==> config.mk <==
export PLATFORM = sky130hd
export DESIGN_NAME = jtkunio_scr_romrq
export DESIGN_NICKNAME = d
export VERILOG_FILES = /design/src/rtl/jtkunio_pkg.sv /design/src/rtl/jtkunio_romcache2.sv /design/src/rtl/jtkunio_scr_romrq.sv
export SDC_FILE = /design/constraint.sdc
export NUM_CORES = 1
export LEC_CHECK = 0
export CAP_MARGIN = 30
export CORE_MARGIN = 2
export CORE_UTILIZATION = 54
export CTS_BUF_LIST = sky130_fd_sc_hd__clkbuf_8
export CTS_CLUSTER_SIZE = 8
export DETAILED_ROUTE_END_ITERATION = 12
export PLACE_DENSITY = 0.86
export SLEW_MARGIN = 0
export SYNTH_ARGS = -nofsm -noshare
export SYNTH_HDL_FRONTEND = slang
export SYNTH_SLANG_ARGS = --single-unit
==> constraint.sdc <==
create_clock -name clk -period 4.98 [get_ports clk]
set_input_delay 0.996 -clock clk [delete_from_list [all_inputs] [get_ports clk]]
set_output_delay 0.996 -clock clk [all_outputs]
set_load 0.05 [all_outputs]
==> src/rtl/jtkunio_pkg.sv <==
// Shared types and widths for the jtkunio scroll ROM request path.
package jtkunio_pkg;

    localparam int unsigned SDRAM_AW = 22;

    typedef enum logic [1:0] {
        ST_IDLE,
        ST_REQ,
        ST_WAIT,
        ST_FILL
    } state_e;

endpackage

==> src/rtl/jtkunio_romcache2.sv <==
// Two-entry tag/data store with combinational hit detect and 1-bit LRU victim pointer.
module jtkunio_romcache2 #(
    parameter int unsigned TW = 16,
    parameter int unsigned DW = 32
) (
    input  logic          clk,
    input  logic          rst_n,
    input  logic [TW-1:0] tag_in,
    output logic          hit_c,
    output logic [DW-1:0] hit_data_c,
    input  logic          fill_en,
    input  logic [TW-1:0] fill_tag,
    input  logic [DW-1:0] fill_data
);

    logic [1:0]         valid_q, valid_d;
    logic [1:0][TW-1:0] tag_q,   tag_d;
    logic [1:0][DW-1:0] data_q,  data_d;
    logic               lru_q,   lru_d;
    logic               hit0_c,  hit1_c;

    always_comb begin
        hit0_c     = valid_q[0] && (tag_q[0] == tag_in);
        hit1_c     = valid_q[1] && (tag_q[1] == tag_in);
        hit_c      = hit0_c || hit1_c;
        hit_data_c = hit1_c ? data_q[1] : data_q[0];
    end

    // A fill overwrites the victim and makes it most recent; otherwise a hit retargets the victim.
    always_comb begin
        valid_d = valid_q;
        tag_d   = tag_q;
        data_d  = data_q;
        lru_d   = lru_q;
        if (fill_en) begin
            valid_d[lru_q] = 1'b1;
            tag_d[lru_q]   = fill_tag;
            data_d[lru_q]  = fill_data;
            lru_d          = ~lru_q;
        end else if (hit0_c) begin
            lru_d = 1'b1;
        end else if (hit1_c) begin
            lru_d = 1'b0;
        end
    end

    always_ff @(posedge clk or negedge rst_n) begin
        if (!rst_n) begin
            valid_q <= '0;
            tag_q   <= '0;
            data_q  <= '0;
            lru_q   <= 1'b0;
        end else begin
            valid_q <= valid_d;
            tag_q   <= tag_d;
            data_q  <= data_d;
            lru_q   <= lru_d;
        end
    end

endmodule

==> src/rtl/jtkunio_scr_romrq.sv <==
// Scroll-layer ROM responder: serves hits from a two-entry cache, turns misses into SDRAM reads.
module jtkunio_scr_romrq
    import jtkunio_pkg::*;
#(
    parameter int unsigned    AW     = 17,
    parameter int unsigned    DW     = 32,
    parameter int unsigned    SDW    = SDRAM_AW,
    parameter logic [SDW-1:0] OFFSET = '0
) (
    input  logic           clk,
    input  logic           rst_n,
    input  logic           rom_cs,
    input  logic [AW-1:0]  rom_addr,
    output logic [DW-1:0]  rom_data,
    output logic           rom_ok,
    output logic           sdram_req,
    output logic [SDW-1:0] sdram_addr,
    input  logic           sdram_ack,
    input  logic           sdram_dok,
    input  logic [DW-1:0]  sdram_data
);

    localparam int unsigned TW = AW - 1;

    state_e         state_q,      state_d;
    logic [TW-1:0]  req_tag_q,    req_tag_d;
    logic           sdram_req_q,  sdram_req_d;
    logic [SDW-1:0] sdram_addr_q, sdram_addr_d;
    logic           rom_ok_q,     rom_ok_d;
    logic [DW-1:0]  rom_data_q,   rom_data_d;

    logic [TW-1:0]  tag_c;
    logic           hit_c;
    logic [DW-1:0]  hit_data_c;
    logic           fill_en_c;
    logic           addr_lsb_unused;

    // Word pairs share one cache line, so the low address bit never reaches the tag.
    assign tag_c           = rom_addr[AW-1:1];
    assign addr_lsb_unused = rom_addr[0];

    jtkunio_romcache2 #(
        .TW (TW),
        .DW (DW)
    ) u_cache (
        .clk        (clk),
        .rst_n      (rst_n),
        .tag_in     (tag_c),
        .hit_c      (hit_c),
        .hit_data_c (hit_data_c),
        .fill_en    (fill_en_c),
        .fill_tag   (req_tag_q),
        .fill_data  (sdram_data)
    );

    // Next-state, request and output logic; hits are registered in every state.
    always_comb begin
        state_d      = state_q;
        req_tag_d    = req_tag_q;
        sdram_req_d  = sdram_req_q;
        sdram_addr_d = sdram_addr_q;
        fill_en_c    = 1'b0;
        rom_ok_d     = hit_c;
        rom_data_d   = hit_c ? hit_data_c : rom_data_q;

        case (state_q)
            ST_IDLE: begin
                if (!hit_c && rom_cs) begin
                    req_tag_d    = tag_c;
                    sdram_addr_d = SDW'({tag_c, 1'b0}) + OFFSET;
                    sdram_req_d  = 1'b1;
                    state_d      = ST_REQ;
                end
            end
            ST_REQ: begin
                // An ack arriving together with its data is taken as ack followed by data.
                if (sdram_ack) begin
                    sdram_req_d = 1'b0;
                    if (sdram_dok) begin
                        fill_en_c = 1'b1;
                        state_d   = ST_FILL;
                    end else begin
                        state_d   = ST_WAIT;
                    end
                end
            end
            ST_WAIT: begin
                if (sdram_dok) begin
                    fill_en_c = 1'b1;
                    state_d   = ST_FILL;
                end
            end
            ST_FILL: begin
                state_d = ST_IDLE;
            end
            default: begin
                state_d = ST_IDLE;
            end
        endcase
    end

    always_ff @(posedge clk or negedge rst_n) begin
        if (!rst_n) begin
            state_q      <= ST_IDLE;
            req_tag_q    <= '0;
            sdram_req_q  <= 1'b0;
            sdram_addr_q <= '0;
            rom_ok_q     <= 1'b0;
            rom_data_q   <= '0;
        end else begin
            state_q      <= state_d;
            req_tag_q    <= req_tag_d;
            sdram_req_q  <= sdram_req_d;
            sdram_addr_q <= sdram_addr_d;
            rom_ok_q     <= rom_ok_d;
            rom_data_q   <= rom_data_d;
        end
    end

    assign sdram_req  = sdram_req_q;
    assign sdram_addr = sdram_addr_q;
    assign rom_ok     = rom_ok_q;
    assign rom_data   = rom_data_q;

endmodule

==> results.json <==
{
  "setup_tns_ps": 0,
  "slew_headroom": 0.5677,
  "synth_cell_types": 37,
  "cts_buffers": 17,
  "fillers": 891,
  "yosys-top-cells-count": "151 x dfrtp_1, 118 x mux2_2, 58 x mux2_4, 28 x xnor2_1, 11 x nand4_1",
  "grt_pass1_wl_mm": 21.57,
  "final_nets": 619,
  "synth_area_mm2": 0.006860,
  "antenna_found_initial": 0,
  "hold_violations": 0,
  "pwr_density_cell_mw_per_mm2": 562.1,
  "h-tree-depth": 4,
  "critPathLaunchType": "input port",
  "clockBufferDepth": 2,
  "drt_iter0_drc": 205,
  "cts_resized": 0,
  "period_share": 0.7348,
  "arrival_ps": 3990,
  "path_clk_slew_ps": 70,
  "fin_skew_ps": 8.998,
  "combPwrFrac": 0.358,
  "via_count": 3994,
  "synth_seq_area_share": 0.5508,
  "rsz0062_at_grt": "no",
  "cts_tree": "yes",
  "drive_gt1_frac": 0.3878,
  "ir_worst_vdd_mv": 0.4277,
  "yosys.area.top_type_share": 0.5508,
  "timing.fmax_ghz": 0.2733,
  "route.detailed.drc": 0,
  "multi_input_area_mm2": 0.002893,
  "syn_avg_cell_area_um2": 15.18,
  "worstSetupPathType": "input port to register",
  "ctsRootBufferMaster": "clkbuf_8",
  "cts_setup_buffers": 0,
  "grt_pass1_vias": 4297,
  "yosysTopAreaCell": "dfrtp_1",
  "clock_latency_ps": 450,
  "fin_area_mm2": 0.008477,
  "cp_slowest_stage_delay_ps": 670,
  "placed_area_mm2": 0.008031,
  "crit_chain": "clkdlybuf4s50_1 -> xnor2_1 -> nand2_1 -> or4_1 -> or4_2 -> buf_4 -> mux2_4 -> mux2_4",
  "min_path_type": "input port to async pin",
  "synth_edf_count": 0,
  "critPathCaptureType": "register",
  "hpwl_mm": 9.145,
  "switching_share": 0.3233,
  "die_y_um": 116.7,
  "async_reset_ff_frac": 1.000,
  "synth_warnings": 0,
  "synthCells": 452,
  "drv_slew": 0,
  "cp_max_fo": 33,
  "rows": 41,
  "finalSetupViolations": 0,
  "seq_area_mm2": 0.003779,
  "dieWidth_um": 116.7,
  "clockPowerShare": 0.218,
  "place_congestion": 0.8213,
  "grtUsageTotal": 0.2103,
  "seq_power_share": 0.424,
  "cp_slowest_cell": "or4_2",
  "ys_seq_elements": 151,
  "syn2layout_area_growth_pct": 23.56,
  "port_buffers": 102,
  "firstDrtPassIters": 4,
  "initial_core_util": 0.5481,
  "routed_wl_mm": 13.51,
  "cts_hold_buf": 0,
  "synthTopCellsByArea": "dfrtp_1 55%, mux2_2 19%, mux2_4 13%",
  "drv_cap": 0,
  "post-route-min-period_ps": 3659,
  "p_int_mw": 3.224,
  "grt_max_degree": 79,
  "netSwitchingPower_mw": 1.540,
  "critPathMostFrequentCell": "mux2_4",
  "cp.buffers_inverters": 2,
  "viasPerCell": 5.347,
  "status": "finished clean",
  "p_leak_nw": 3.737,
  "crit_family": "simple AND/OR/NAND/NOR gates",
  "worstMarginPinSlew_ps": 646.1,
  "wl_per_cell_um": 18.09,
  "critPathRequiredTime_ps": 5310,
  "antennaDiodeCount": 0,
  "coreArea_mm2": 0.01252,
  "cts_sinks": 151,
  "ant_nets": 0,
  "io_pins": 110,
  "die_area_mm2": 0.01362,
  "ys.flop_type": "dfrtp_1",
  "yosysMostFrequentCell": "dfrtp_1",
  "grt_overflow": 0
}
power groups by stage:
stage          Sequential, mW  Combinational [mW]  Clock (mW)
6_report                 2.02                1.71        1.04
3_5_place_dp             2.04                1.71           0
2_1_floorplan            2.20                1.05           0
5_1_grt                  2.08                1.83        1.11
3_3_place_gp             1.99                1.64           0
4_1_cts                  2.02                1.72        1.06
per-layer routing:
layer	wire [µm]	vias up	GRT usage
met5	0	-	0
met4	225	0	0.08235
met3	580	22	0.04774
met2	6923	116	0.3572
met1	5782	2047	0.2626
li1	-	1809	-
layout by cell type (no fill, tap or decap), drive strengths merged, types with 2 or more instances in the layout:
master,Yosys,routed
nand3,3,3
nand4,11,11
xnor2,28,28
a21oi,4,4
o21ai,3,3
conb,1,6
nand2,9,9
clkinv,0,4
clkbuf,8,17
dfrtp,151,151
bufinv,0,5
mux2,176,176
xor2,4,4
nor4,2,2
inv,6,8
ha,3,3
nor3,2,2
and3,2,2
clkinvlp,0,4
or2,2,2
clkdlybuf4s50,0,101
nor2,5,5
or4,2,2
buf,17,10
flip-flops by register name (all words and copies together), names as in the netlist:
signal and flops:
rom_data 32, u_cache.lru_q 1, state_q 2, u_cache.valid_q 2, req_tag_q 16, u_cache.tag_q 32, rom_ok 1, u_cache.data_q 64
sdram_req 1
per-stage QoR:
step / hold slack, ps / utilization / power [mW] / std cells / setup slack, ps
2_1_floorplan: 453.8 / - / 3.246 / 457 / 1794
3_3_place_gp: 471.0 / 0.6394 / 3.627 / 714 / 884.0
3_5_place_dp: 479.5 / 0.6416 / 3.751 / 715 / 874.2
4_1_cts: 451.6 / 0.6772 / 4.806 / 747 / 1343
5_1_grt: 466.0 / 0.6772 / 5.028 / 747 / 1217
6_report: 460.9 / 0.6772 / 4.765 / 747 / 1321
worst register-to-register path, stage by stage, from the launching register on:
cell and delay [ps]:
dfrtp_1 400, xnor2_1 240, nand2_1 80, or4_1 490, or4_2 670, buf_4 340
mux2_4 400, mux2_4 260
cell type report:
class / instances / area share
inverters: 6 / 0.002657
multi-input cells: 275 / 0.3413
repair buffers: 111 / 0.1324
clock buffers: 17 / 0.02760
well taps: 172 / 0.02539
clock inverters: 15 / 0.02494
flip-flops and latches: 151 / 0.4458
logic make-up (layout without fill, tap and decap cells):
kind of cell	count (synthesis)	count (layout)	synth area share
other	1	6	0.0005466
XOR/XNOR	32	32	0.04085
AND/OR/NAND/NOR	44	44	0.03611
buffers and inverters	31	149	0.03173
flip-flops	151	151	0.5508
adder cells (fa/ha/maj)	3	3	0.005472
AO/OA/AOI/OAI	14	14	0.01386
multiplexers	176	176	0.3206
worst paths after layout:
| path | from | cells after the start | slack (ps) | to |
|---|---|---|---|---|
| min in group clk | u_cache.valid_q[0] | 1 | 510 | u_cache.valid_q[0] |
| min | rst_n | 1 | 460 | u_cache.data_q[3] |
| max reg2reg | u_cache.tag_q[24] | 7 | 1990 | rom_data[23] |
| max in group asynchronous | rst_n | 2 | 3760 | u_cache.tag_q[12] |
| max | rom_addr[9] | 8 | 1320 | rom_data[23] |
| min reg2reg | u_cache.valid_q[0] | 1 | 510 | u_cache.valid_q[0] |
Power figures use the tool's default switching activity.
